## config.mk

```make
export PLATFORM = sky130hd
export DESIGN_NAME = wb_arbiter
export DESIGN_NICKNAME = d
export VERILOG_FILES = /design/src/rtl/cpu_pkg.sv /design/src/rtl/wb_arbiter_scoreboard.sv /design/src/rtl/wb_arbiter.sv
export SDC_FILE = /design/constraint.sdc
export NUM_CORES = 1
export LEC_CHECK = 0
export ABC_AREA = 1
export CORE_MARGIN = 2
export CORE_UTILIZATION = 42
export CTS_CLUSTER_DIAMETER = 200
export DETAILED_ROUTE_END_ITERATION = 10
export GPL_TIMING_DRIVEN = 0
export PLACE_DENSITY_LB_ADDON = 0.2
export SLEW_MARGIN = 20
export SYNTH_ARGS = -nofsm -noshare
export SYNTH_HDL_FRONTEND = slang
export SYNTH_SLANG_ARGS = --single-unit
export TNS_END_PERCENT = 20
```

## constraint.sdc

```tcl
create_clock -name clk -period 1.19 [get_ports clk]
set_input_delay 0.238 -clock clk [delete_from_list [all_inputs] [get_ports clk]]
set_output_delay 0.238 -clock clk [all_outputs]
set_load 0.05 [all_outputs]
```

## src/rtl/cpu_pkg.sv

```systemverilog
// Shared CPU definitions: register-file geometry and the writeback arbiter's
// priority-pointer encoding.
package cpu_pkg;

  localparam int PW = 3;
  localparam int DW = 8;

  typedef logic [PW-1:0] reg_addr_t;
  typedef logic [DW-1:0] reg_data_t;

  // Which requester wins when both are valid.
  typedef enum logic {
    PRIO_REQ0 = 1'b0,
    PRIO_REQ1 = 1'b1
  } prio_t;

endpackage

```

## src/rtl/wb_arbiter_scoreboard.sv

```systemverilog
// Register scoreboard: one pending-write bit per register. It is set when an
// instruction with that destination issues and cleared when the register
// file commits the write. hazard flags a decode-stage source that is still
// pending.
module wb_arbiter_scoreboard #(
  parameter int PW = 3
) (
  input  logic            clk,
  input  logic            reset,
  input  logic            issue_valid,
  input  logic [PW-1:0]   issue_addr,
  input  logic            clr_valid,
  input  logic [PW-1:0]   clr_addr,
  input  logic [PW-1:0]   rd_addr1,
  input  logic [PW-1:0]   rd_addr2,
  output logic [2**PW-1:0] busy,
  output logic            hazard
);
  import cpu_pkg::*;

  logic [2**PW-1:0] busy_d;

  // Next busy vector: the clear is applied first so that a same-edge set wins.
  always_comb begin
    busy_d = busy;
    if (clr_valid)   busy_d[clr_addr]   = 1'b0;
    if (issue_valid) busy_d[issue_addr] = 1'b1;
  end

  // Busy register; reset also discards any issue seen while reset is high.
  always_ff @(posedge clk) begin
    if (reset) busy <= '0;
    else       busy <= busy_d;
  end

  assign hazard = busy[rd_addr1] | busy[rd_addr2];

endmodule

```

## src/rtl/wb_arbiter.sv

```systemverilog
// Writeback arbiter: merges the ALU (req0) and load-unit (req1) writeback
// streams onto the single register-file write port with two-way round-robin.
// A grant is a completed handshake; the winning write is registered and
// reaches the register file one cycle later.
module wb_arbiter #(
  parameter int PW = cpu_pkg::PW,
  parameter int DW = cpu_pkg::DW
) (
  input  logic             clk,
  input  logic             reset,
  input  logic             req0_valid,
  input  logic [PW-1:0]    req0_addr,
  input  logic [DW-1:0]    req0_data,
  output logic             req0_ready,
  input  logic             req1_valid,
  input  logic [PW-1:0]    req1_addr,
  input  logic [DW-1:0]    req1_data,
  output logic             req1_ready,
  input  logic             issue_valid,
  input  logic [PW-1:0]    issue_addr,
  input  logic [PW-1:0]    rd_addr1,
  input  logic [PW-1:0]    rd_addr2,
  output logic             hazard,
  output logic [2**PW-1:0] busy,
  output logic             rf_we,
  output logic [PW-1:0]    rf_waddr,
  output logic [DW-1:0]    rf_wdata
);
  import cpu_pkg::*;

  prio_t          prio_q, prio_d;
  logic           gnt0_p0, gnt1_p0;
  logic           vld_p1;
  logic [PW-1:0]  waddr_p1;
  logic [DW-1:0]  wdata_p1;

  // Grant selection and pointer update. A lone valid requester always wins;
  // on contention the pointer decides. Ready equals grant, so every grant is
  // a handshake and the pointer only moves on a completed transfer.
  always_comb begin
    gnt0_p0 = 1'b0;
    gnt1_p0 = 1'b0;
    prio_d  = prio_q;
    if (!reset) begin
      if (req0_valid && req1_valid) begin
        gnt0_p0 = (prio_q == PRIO_REQ0);
        gnt1_p0 = (prio_q == PRIO_REQ1);
      end else begin
        gnt0_p0 = req0_valid;
        gnt1_p0 = req1_valid;
      end
    end
    if (gnt0_p0)      prio_d = PRIO_REQ1;
    else if (gnt1_p0) prio_d = PRIO_REQ0;
  end

  // Priority pointer register; favours req0 out of reset.
  always_ff @(posedge clk) begin
    if (reset) prio_q <= PRIO_REQ0;
    else       prio_q <= prio_d;
  end

  assign req0_ready = gnt0_p0;
  assign req1_ready = gnt1_p0;

  // ---- stage p0 -> p1: register the granted write for the register file ----
  // Output register; reset drops any write captured in the cycle before it.
  always_ff @(posedge clk) begin
    if (reset) begin
      vld_p1   <= 1'b0;
      waddr_p1 <= '0;
      wdata_p1 <= '0;
    end else begin
      vld_p1 <= gnt0_p0 | gnt1_p0;
      if (gnt0_p0) begin
        waddr_p1 <= req0_addr;
        wdata_p1 <= req0_data;
      end else if (gnt1_p0) begin
        waddr_p1 <= req1_addr;
        wdata_p1 <= req1_data;
      end
    end
  end

  assign rf_we    = vld_p1;
  assign rf_waddr = waddr_p1;
  assign rf_wdata = wdata_p1;

  wb_arbiter_scoreboard #(
    .PW(PW)
  ) u_scoreboard (
    .clk        (clk),
    .reset      (reset),
    .issue_valid(issue_valid),
    .issue_addr (issue_addr),
    .clr_valid  (vld_p1),
    .clr_addr   (waddr_p1),
    .rd_addr1   (rd_addr1),
    .rd_addr2   (rd_addr2),
    .busy       (busy),
    .hazard     (hazard)
  );

endmodule

```

==> impl_metrics.py, run 1 <==
metrics = {
    "run_status": {
        "status": "complete, but fails checks",
        "violations": "setup timing",
    },
    "cts": {
        "clkTransAtPathRegs_ns": 0.12,
        "clkLatencyLatePin_ns": 0.30,
        "ctsHtreeMaxLevel": 1,
        "root_buffer": "clkbuf_4",
        "cts_tree": "done",
        "cts_made_buffers": 3,
        "cts_hold_buf": 0,
        "clockBufferDepth": 2,
        "cts_sinks": 21,
    },
    "logic_synthesis": {
        "syn-cell-area_mm2": 0.00134,
        "ys_types": 20,
        "yosysSeqAreaShare": 0.314,
        "yosys_warnings": 0,
        "synth_nets": 234,
        "synth.ff_latch_count": 21,
        "syn_area_per_cell_um2": 6.76,
        "synthesis.instances": 198,
    },
    "final_layout": {
        "post-route-util": 0.685,
        "diodes": 0,
        "area_delta_synth_final_pct": 56.2,
        "fin_cells": 311,
        "final_design_area_no_fill_mm2": 0.00209,
        "drive_gt1_frac": 0.345,
        "final_nets": 304,
    },
    "routing": {
        "drc": 0,
        "wl_per_cell_um": 11.6,
        "drt_iter0_drc": 56,
        "viasPerCell": 4.82,
        "routed-via-count": 1499,
        "drt_wl_total_um": 3620,
        "first_pass_iters": 4,
        "route.antenna.remaining_nets": 0,
    },
    "timing": {
        "rsz0062_at_grt": "true",
        "hold_viol": 0,
        "setup_violations": 3,
        "drv_slew": 0,
        "fmax_mhz": 698,
        "worst_pin_slew_ns": 0.298,
        "relSlewSlack": 0.801,
        "timing.final.ws_setup_ns": -0.242,
        "fin_skew_ns": 0.00392,
        "fin_crit_sh": 1.20,
        "min_period_ns": 1.43,
    },
    "grt": {
        "globalRouteMet2Util": 0.401,
        "grt_overflow_total": 0,
        "top_usage_layer": "met2",
        "first_global_vias": 1391,
        "grtUsageTotal": 0.217,
        "grt_pass1_wl_um": 6040,
        "grt_util_met1": 0.261,
        "grt_max_degree": 13,
        "grt_use_met3": 0.0426,
        "antenna_found_initial": 0,
    },
    "setup_path": {
        "crit_required_ns": 0.95,
        "arrival_ns": 1.19,
        "worstPathMaxFanout": 4,
        "endpoint_kind": "output port",
        "cpPeakStageDelay_ns": 0.37,
        "worstPathCellList": "inv_1 > nand2_1 > nand3_1 > nand3_1 > nand2_2 > nand2_2 > buf_8",
        "reg2regPathDepth": 7,
        "path_class": "reg -> out",
        "slowest_stage": "dfxtp_2",
        "cp-start-kind": "flip-flop",
    },
    "placement": {
        "io_buffers": 57,
        "dp_cells": 299,
        "placed_cell_area_mm2": 0.00199,
        "gp_congestion": 0.756,
        "hpwl_um": 2600,
    },
    "worst_hold_path": {
        "hold_class": "in -> reg",
        "holdPathStages": 3,
    },
    "power": {
        "pwr-share-comb": 0.391,
        "swShare": 0.366,
        "internal_power_mw": 1.16,
        "p_leak_nw": 0.988,
        "vdd_ir_drop_max_mv": 0.617,
        "p_per_area_mw_per_mm2": 878,
        "p_clk_frac": 0.184,
        "seqPwrFrac": 0.425,
        "p_switching_mw": 0.673,
        "p_total_mw": 1.84,
    },
    "floorplanning": {
        "dieWidth_um": 60.5,
        "die_y_um": 60.5,
        "start_util": 0.439,
        "num_rows": 20,
        "die_area_mm2": 0.00366,
        "core_area_mm2": 0.00305,
        "ios": 59,
    },
    "run": {
        "cap_violations": 0,
    },
}
==> final timing paths <==
kind	slack [ns]	startpoint	end
max	-0.24	u_scoreboard.busy[0]	hazard
max reg2reg	0.07	prio_q	rf_waddr[0]
min reg2reg	0.51	u_scoreboard.busy[4]	u_scoreboard.busy[4]
min	0.30	issue_valid	u_scoreboard.busy[3]
==> cells by family (layout without fill, tap and decap cells) <==
kind of cell / count (synthesis) / count (layout) / synth area share
buffers and inverters: 53 / 122 / 0.177
AND/OR/NAND/NOR: 94 / 94 / 0.359
flip-flops: 21 / 21 / 0.314
AO/OA/AOI/OAI: 30 / 30 / 0.150
==> metrics by stage <==
stage | TNS, ns | setup slack, ns | hold WS, ns
3_3_place_gp | -12.89 | -1.11 | 0.476
2_1_floorplan | -0.0590 | -0.0541 | 0.383
6_report | -0.519 | -0.242 | 0.301
4_1_cts | -0.981 | -0.252 | 0.290
3_5_place_dp | -13.00 | -1.12 | 0.477
5_1_grt | -0.813 | -0.338 | 0.335
==> worst max-delay path, delay by kind of cell (launching register included) <==
kind / cells / cell delay (ns)
and+or+nand+nor: 5 / 0.35
DFF: 1 / 0.37
buffers and inverters: 2 / 0.18
==> state kept, by name (all words and copies together), names as in the netlist <==
register,count
prio_q,1
rf_waddr,3
rf_wdata,8
rf_we,1
u_scoreboard.busy,8
==> power by group through the flow <==
stage	Clock [mW]	Combinational (mW)	Sequential (mW)
floorplan	0	0.276	0.938
global placement	0	0.684	0.797
detailed placement	0	0.689	0.798
CTS	0.352	0.695	0.782
global route	0.392	0.776	0.786
finish	0.337	0.718	0.780
==> per-layer routing <==
metal,vias up,wire [µm]
met2,55,1810
met4,0,25
met5,-,0
li1,778,-
met3,4,228
met1,662,1550
==> area by class of cell <==
cell class | count | area (µm²)
Buffer | 8 | 62.6
Clock buffer | 3 | 22.5
Clock inverter | 1 | 5.00
Fill cell | 290 | 962
Inverter | 44 | 170
Multi-Input combinational cell | 124 | 742
Sequential cell | 21 | 439
Tap cell | 44 | 55.1
Timing Repair Buffer | 66 | 594
==> synthesized netlist by cell type, drive strengths merged <==
library cell,number,area [µm²]
nand2,53,201
dfxtp,21,420
o21ai,9,56.3
a21oi,20,138
inv,44,168
nand3,22,160
nand4,19,119
a211oi,1,7.51
buf,6,50.0
clkbuf,3,18.8
==> cells in the final DEF, fill, tap and decap left out <==
cell and instances:
clkinv_2 1, nand2_2 10, nand2_1 42, nand3_1 10
a21oi_1 10, nand2_4 1, o21ai_4 1, inv_1 40
a21oi_2 10, buf_4 14, inv_4 2, inv_2 2
clkbuf_4 14, dfxtp_4 3, nand3_4 1, dfxtp_2 6
dfxtp_1 12, clkdlybuf4s50_1 27, o21ai_0 8, nand4_1 19
nand3_2 11, a211oi_4 1, clkbuf_2 1, buf_2 5
dlygate4sd2_1 6, buf_8 3, clkbuf_1 1, buf_6 6
==> repair_timing <==
action,4_1_cts,5_1_grt
gates resized for setup,145,32
setup endpoints to repair,32,24
pin swaps,2,4
setup buffers,8,1
No activity file was read; power rests on OpenSTA's default activity.
==> run 2: changes to the inputs <==
--- a/config.mk
+++ b/config.mk
@@ -11,7 +11,8 @@
 export CTS_CLUSTER_DIAMETER = 200
 export DETAILED_ROUTE_END_ITERATION = 10
 export GPL_TIMING_DRIVEN = 0
-export PLACE_DENSITY_LB_ADDON = 0.2
+export PLACE_DENSITY = 0.8
+export SKIP_CTS_REPAIR_TIMING = 1
 export SLEW_MARGIN = 20
 export SYNTH_ARGS = -nofsm -noshare
 export SYNTH_HDL_FRONTEND = slang
==> run 2 against run 1 <==
  * The flow still finishes with violations (setup timing)
  * Utilization grew 1.6 points
  * Combinational power grew 0.8%
  * Non-clock buffer count is the same
  * Clock power grew 3%
  * Routed wire length shrank 2.2%
  * Global-route usage shrank 1.5 points
  * Via count grew 0.27%
  * Fmax shrank 1.4%
  * Register-to-register slack lost 0.09 ns
  * Largest power group unchanged
==> impl_metrics.py, run 2 (synthesized netlist as in run 1, its figures left out) <==
metrics = {
    "run_status": {
        "status": "complete, but fails checks",
        "violations": "setup timing",
    },
    "floorplanning": {
        "die_y_um": 60.5,
        "dieWidth_um": 60.5,
        "ios": 59,
        "start_util": 0.439,
        "num_rows": 20,
        "core_area_mm2": 0.00305,
        "die_area_mm2": 0.00366,
    },
    "worst_hold_path": {
        "holdPathStages": 4,
        "hold_class": "in -> reg",
        "hold_start": "reset",
        "min_to": "rf_wdata[0]",
    },
    "setup_path": {
        "crit_required_ns": 0.95,
        "worst-path-buf-inv": 2,
        "path_class": "reg -> out",
        "worst-path-stages": 7,
        "crit_family": "flip-flops",
        "worstPathMaxFanout": 4,
        "slowest_stage": "dfxtp_2",
        "endpoint_kind": "output port",
        "arrival_ns": 1.21,
        "worstPathCellList": "inv_1 > nand2_1 > nand3_1 > nand3_1 > nand2_1 > nand2_2 > buf_8",
        "reg2regPathDepth": 9,
        "cp-start-kind": "flip-flop",
        "r2r-end": "rf_waddr[2]",
        "rrSetupSlack_ns": -0.02,
        "r2r-start": "prio_q",
        "cpPeakStageDelay_ns": 0.38,
    },
    "final_layout": {
        "diodes": 0,
        "drive_gt1_frac": 0.345,
        "final_design_area_no_fill_mm2": 0.00214,
        "area_delta_synth_final_pct": 59.8,
        "layout_commonest_cell": "nand2_1",
        "final_nets": 304,
        "fin_cells": 311,
        "final_cell_mix": "43 x nand2_1, 35 x inv_1, 27 x clkdlybuf4s50_1, 19 x nand4_1, 14 x buf_4",
    },
    "routing": {
        "drc": 0,
        "drt_iter0_drc": 98,
        "routed-via-count": 1503,
        "first_pass_iters": 4,
        "route.antenna.remaining_nets": 0,
        "wl_per_cell_um": 11.4,
        "viasPerCell": 4.83,
        "drt_wl_total_um": 3540,
    },
    "timing": {
        "worst_pin_slew_ns": 0.510,
        "timing.final.ws_setup_ns": -0.262,
        "fmax_mhz": 689,
        "setup_violations": 10,
        "rsz0062_at_grt": "true",
        "min_period_ns": 1.45,
        "drv_slew": 0,
        "hold_viol": 0,
        "fin_skew_ns": 0.00336,
        "relSlewSlack": 0.660,
        "fin_crit_sh": 1.22,
    },
    "grt": {
        "grt_overflow_total": 0,
        "grt_max_degree": 13,
        "antenna_found_initial": 0,
        "grt_pass1_wl_um": 5640,
        "first_global_vias": 1338,
        "grtUsageTotal": 0.202,
    },
    "cts": {
        "root_buffer": "clkbuf_4",
        "cts_made_buffers": 3,
        "cts_tree": "done",
        "clockBufferDepth": 2,
        "cts_sinks": 21,
        "clkLatencyLatePin_ns": 0.31,
        "ctsHtreeMaxLevel": 1,
        "clkTransAtPathRegs_ns": 0.12,
    },
    "placement": {
        "io_buffers": 57,
        "dp_cells": 299,
        "gp_congestion": 0.792,
        "placed_cell_area_mm2": 0.00199,
        "hpwl_um": 2700,
    },
    "power": {
        "p_per_area_mw_per_mm2": 865,
        "swShare": 0.367,
        "internal_power_mw": 1.17,
        "pwr-share-comb": 0.391,
        "seqPwrFrac": 0.422,
        "p_switching_mw": 0.679,
        "vdd_ir_drop_max_mv": 0.472,
        "p_leak_nw": 1.09,
        "p_clk_frac": 0.187,
    },
    "run": {
        "cap_violations": 0,
    },
}
## run 2: cell types whose count changed in the layout (fill, tap and decap cells not counted), sizes merged
cell	change
dlymetal6s2s	+10
dlygate4sd2	-6
buf	-3
clkbuf	-1
## run 2: layer usage
| layer | GRT usage | vias to the layer above | share of wire |
|---|---|---|---|
| li1 | - | 779 | - |
| met1 | 0.261 | 680 | 0.47 |
| met2 | 0.360 | 42 | 0.48 |
| met3 | 0.0384 | 2 | 0.047 |
| met4 | 0.0280 | 0 | 0.0059 |
| met5 | 0 | - | 0 |
## run 2: worst reg2reg max path: cells and delay by family (launching register included)
family,cells,cell delay [ns]
buffers and inverters,4,0.42
and+or+nand+nor,5,0.33
DFF,1,0.38
## run 2: power by group through the flow
stage          combinational (mW)  sequential [mW]  clock [mW]
6_report                    0.724            0.781       0.346
3_5_place_dp                0.692            0.798           0
2_1_floorplan               0.276            0.938           0
5_1_grt                     0.780            0.787       0.392
4_1_cts                     0.695            0.783       0.357
3_3_place_gp                0.685            0.798           0
## run 2: how the worst max path moves through the flow
stage                          from         end  slack (ns)
2_1_floorplan  u_scoreboard.busy[1]      hazard       -0.05
3_3_place_gp             req0_valid  req1_ready       -1.14
3_5_place_dp             req0_valid  req1_ready       -1.14
4_1_cts                  req0_valid  req1_ready       -1.15
5_1_grt        u_scoreboard.busy[0]      hazard       -0.33
6_report       u_scoreboard.busy[0]      hazard       -0.26
## run 2: cell type report
| cell class | instances | area [µm²] |
|---|---|---|
| buffer | 9 | 70.1 |
| clock buffer | 3 | 22.5 |
| clock inverter | 1 | 5.00 |
| fill | 271 | 913 |
| inverter | 44 | 170 |
| multi-input combinational | 124 | 734 |
| sequential | 21 | 443 |
| tap | 44 | 55.1 |
| timing repair buffer | 65 | 639 |
## run 2: stage by stage
step / total power [mW] / TNS (ns) / hold WS (ns) / setup slack [ns] / utilization
floorplan: 1.21 / -0.0590 / 0.383 / -0.0541 / -
global placement: 1.48 / -12.83 / 0.468 / -1.14 / 0.652
detailed placement: 1.49 / -13.10 / 0.478 / -1.14 / 0.652
CTS: 1.83 / -14.34 / 0.290 / -1.15 / 0.661
global route: 1.96 / -1.74 / 0.293 / -0.328 / 0.701
finish: 1.85 / -1.22 / 0.264 / -0.262 / 0.701
==> run 3: changes to the inputs <==
--- a/config.mk
+++ b/config.mk
@@ -6,12 +6,14 @@
 export NUM_CORES = 1
 export LEC_CHECK = 0
 export ABC_AREA = 1
-export CORE_MARGIN = 2
-export CORE_UTILIZATION = 42
+export CELL_PAD_IN_SITES_DETAIL_PLACEMENT = 0
+export CELL_PAD_IN_SITES_GLOBAL_PLACEMENT = 1
+export CORE_MARGIN = 1
+export CORE_UTILIZATION = 28
 export CTS_CLUSTER_DIAMETER = 200
 export DETAILED_ROUTE_END_ITERATION = 10
 export GPL_TIMING_DRIVEN = 0
-export PLACE_DENSITY = 0.8
+export PLACE_DENSITY_LB_ADDON = 0.1
 export SKIP_CTS_REPAIR_TIMING = 1
 export SLEW_MARGIN = 20
 export SYNTH_ARGS = -nofsm -noshare
==> run 3 against run 2 <==
  * The run ends with DRC, setup timing left
  * Final cell count rose by 1.9%
  * Power grew 5.3%
  * Routed wire length up 2.6%
  * Global-route usage decreased by 5.6 points
  * Die area increased by 38%
  * Combinational power shrank 5.0%
  * Clock skew shrank 0.0019 ns
  * Sequential share of layout area grew 0.58 points
  * Critical path type unchanged
==> impl_metrics.py, run 3 (synthesized netlist as in run 1, its figures left out) <==
metrics = {
    "run_status": {
        "status": "complete, but fails checks",
        "violations": "DRC, setup timing",
    },
    "cts": {
        "clkTransAtPathRegs_ns": 0.08,
        "cts_sinks": 21,
        "root_buffer": "clkbuf_8",
        "clockBufferDepth": 2,
        "cts_tree": "done",
        "clkLatencyLatePin_ns": 0.26,
        "ctsHtreeMaxLevel": 1,
        "cts_made_buffers": 3,
    },
    "placement": {
        "dp_slack_ns": -1.12,
        "gp_congestion": 0.762,
        "hpwl_um": 2720,
        "dp_cells": 307,
        "io_buffers": 57,
    },
    "floorplanning": {
        "die_y_um": 71.1,
        "core_area_mm2": 0.00447,
        "ios": 59,
        "start_util": 0.299,
        "num_rows": 24,
        "die_area_mm2": 0.00506,
        "dieWidth_um": 71.1,
    },
    "routing": {
        "wl_per_cell_um": 11.5,
        "drt_wl_total_um": 3630,
        "viasPerCell": 4.53,
        "routed-via-count": 1436,
        "first_pass_iters": 9,
        "drt_iter0_drc": 97,
        "drc": 3,
        "route.antenna.remaining_nets": 0,
    },
    "grt": {
        "grt_max_degree": 13,
        "antenna_found_initial": 0,
        "grt_overflow_total": 0,
        "grt_pass1_wl_um": 5870,
        "grtUsageTotal": 0.146,
        "first_global_vias": 1267,
    },
    "power": {
        "p_leak_nw": 1.04,
        "p_per_area_mw_per_mm2": 934,
        "p_total_mw": 1.95,
        "vdd_ir_drop_max_mv": 0.582,
    },
    "setup_path": {
        "r2r-end": "rf_wdata[6]",
        "r2r-start": "prio_q",
        "slowest_stage": "dfxtp_2",
        "cpPeakStageDelay_ns": 0.36,
        "path_class": "reg -> out",
        "worstPathMaxFanout": 4,
        "crit_path_end": "hazard",
        "rrSetupSlack_ns": 0.08,
        "arrival_ns": 1.14,
        "endpoint_kind": "output port",
        "crit_required_ns": 0.95,
        "worst-path-buf-inv": 2,
        "reg2regPathDepth": 8,
        "worstPathCellList": "inv_1 > nand2_1 > nand3_1 > nand3_1 > nand2_1 > nand2_2 > buf_8",
        "cp-start-kind": "flip-flop",
        "worst-path-stages": 7,
        "crit_family": "flip-flops",
        "worstSetupStartpoint": "u_scoreboard.busy[5]",
    },
    "timing": {
        "drv_slew": 0,
        "setup_violations": 4,
        "hold_viol": 0,
        "fin_crit_sh": 1.16,
        "fin_setup_tns_ns": -0.578,
        "rsz0062_at_grt": "true",
        "timing.final.ws_setup_ns": -0.191,
        "fin_skew_ns": 0.00147,
        "fmax_mhz": 724,
        "worst_pin_slew_ns": 0.499,
        "min_period_ns": 1.38,
        "holdWs_ns": 0.315,
        "relSlewSlack": 0.667,
    },
    "worst_hold_path": {
        "hold_class": "in -> reg",
    },
    "final_layout": {
        "layout_commonest_cell": "nand2_1",
        "diodes": 0,
        "area_delta_synth_final_pct": 55.9,
        "multi_input_area_um2": 724,
        "nFillCells": 483,
        "seq_area_um2": 444,
        "fin_cells": 317,
        "drive_gt1_frac": 0.317,
        "final_nets": 302,
        "final_cell_mix": "45 x nand2_1, 39 x inv_1, 27 x clkdlybuf4s50_1, 19 x nand4_1, 14 x clkbuf_2",
    },
    "run": {
        "cap_violations": 0,
    },
}
-- run 3: cell types whose count changed in the layout (fill, tap and decap cells not counted), sizes merged --
cell          delta
clkbuf           +7
buf              -7
dlymetal6s2s     -2
-- run 3: power by group --
part	switching [mW]	internal [mW]	total, mW
logic	0.415	0.274	0.688
clock network	0.252	0.233	0.485
registers	0.0334	0.742	0.775
total	0.700	1.25	1.95
-- run 3: routing by layer --
metal  track usage  up-vias  share of wire
met1         0.189      625           0.47
li1              -      770              -
met2         0.246       39           0.47
met5             0        -              0
met3        0.0385        2          0.052
met4        0.0267        0         0.0066
-- run 3: worst min path at each step --
stage | slack [ns] | cells after the start | to | start
2_1_floorplan | 0.38 | 3 | rf_wdata[0] | reset
3_5_place_dp | 0.48 | 2 | prio_q | prio_q
4_1_cts | 0.35 | 3 | u_scoreboard.busy[6] | issue_valid
3_3_place_gp | 0.48 | 2 | prio_q | prio_q
5_1_grt | 0.36 | 4 | rf_wdata[0] | reset
6_report | 0.31 | 4 | rf_wdata[0] | reset
-- run 3: stage by stage --
| step | util | instance area, µm² |
|---|---|---|
| after floorplan | - | 1360 |
| after global placement | 0.447 | 2000 |
| after detailed placement | 0.447 | 2000 |
| after CTS | 0.457 | 2050 |
| after global routing | 0.466 | 2090 |
| final | 0.466 | 2090 |
-- run 3: worst reg2reg max path: stages (launching register included) --
cell and delay [ns]:
dfxtp_4 0.36, nand2_4 0.07, nand3_4 0.08, buf_6 0.15, buf_4 0.15, nand2_1 0.07
nand3_2 0.05, nand2_1 0.06, inv_1 0.03
-- run 3: area by class of cell --
type / count / area share
buffer: 9 / 0.0354
clock buffer: 3 / 0.0198
clock inverter: 1 / 0.00240
inverter: 44 / 0.0815
multi-input combinational: 124 / 0.347
sequential: 21 / 0.213
tap: 52 / 0.0312
timing repair buffer: 63 / 0.270
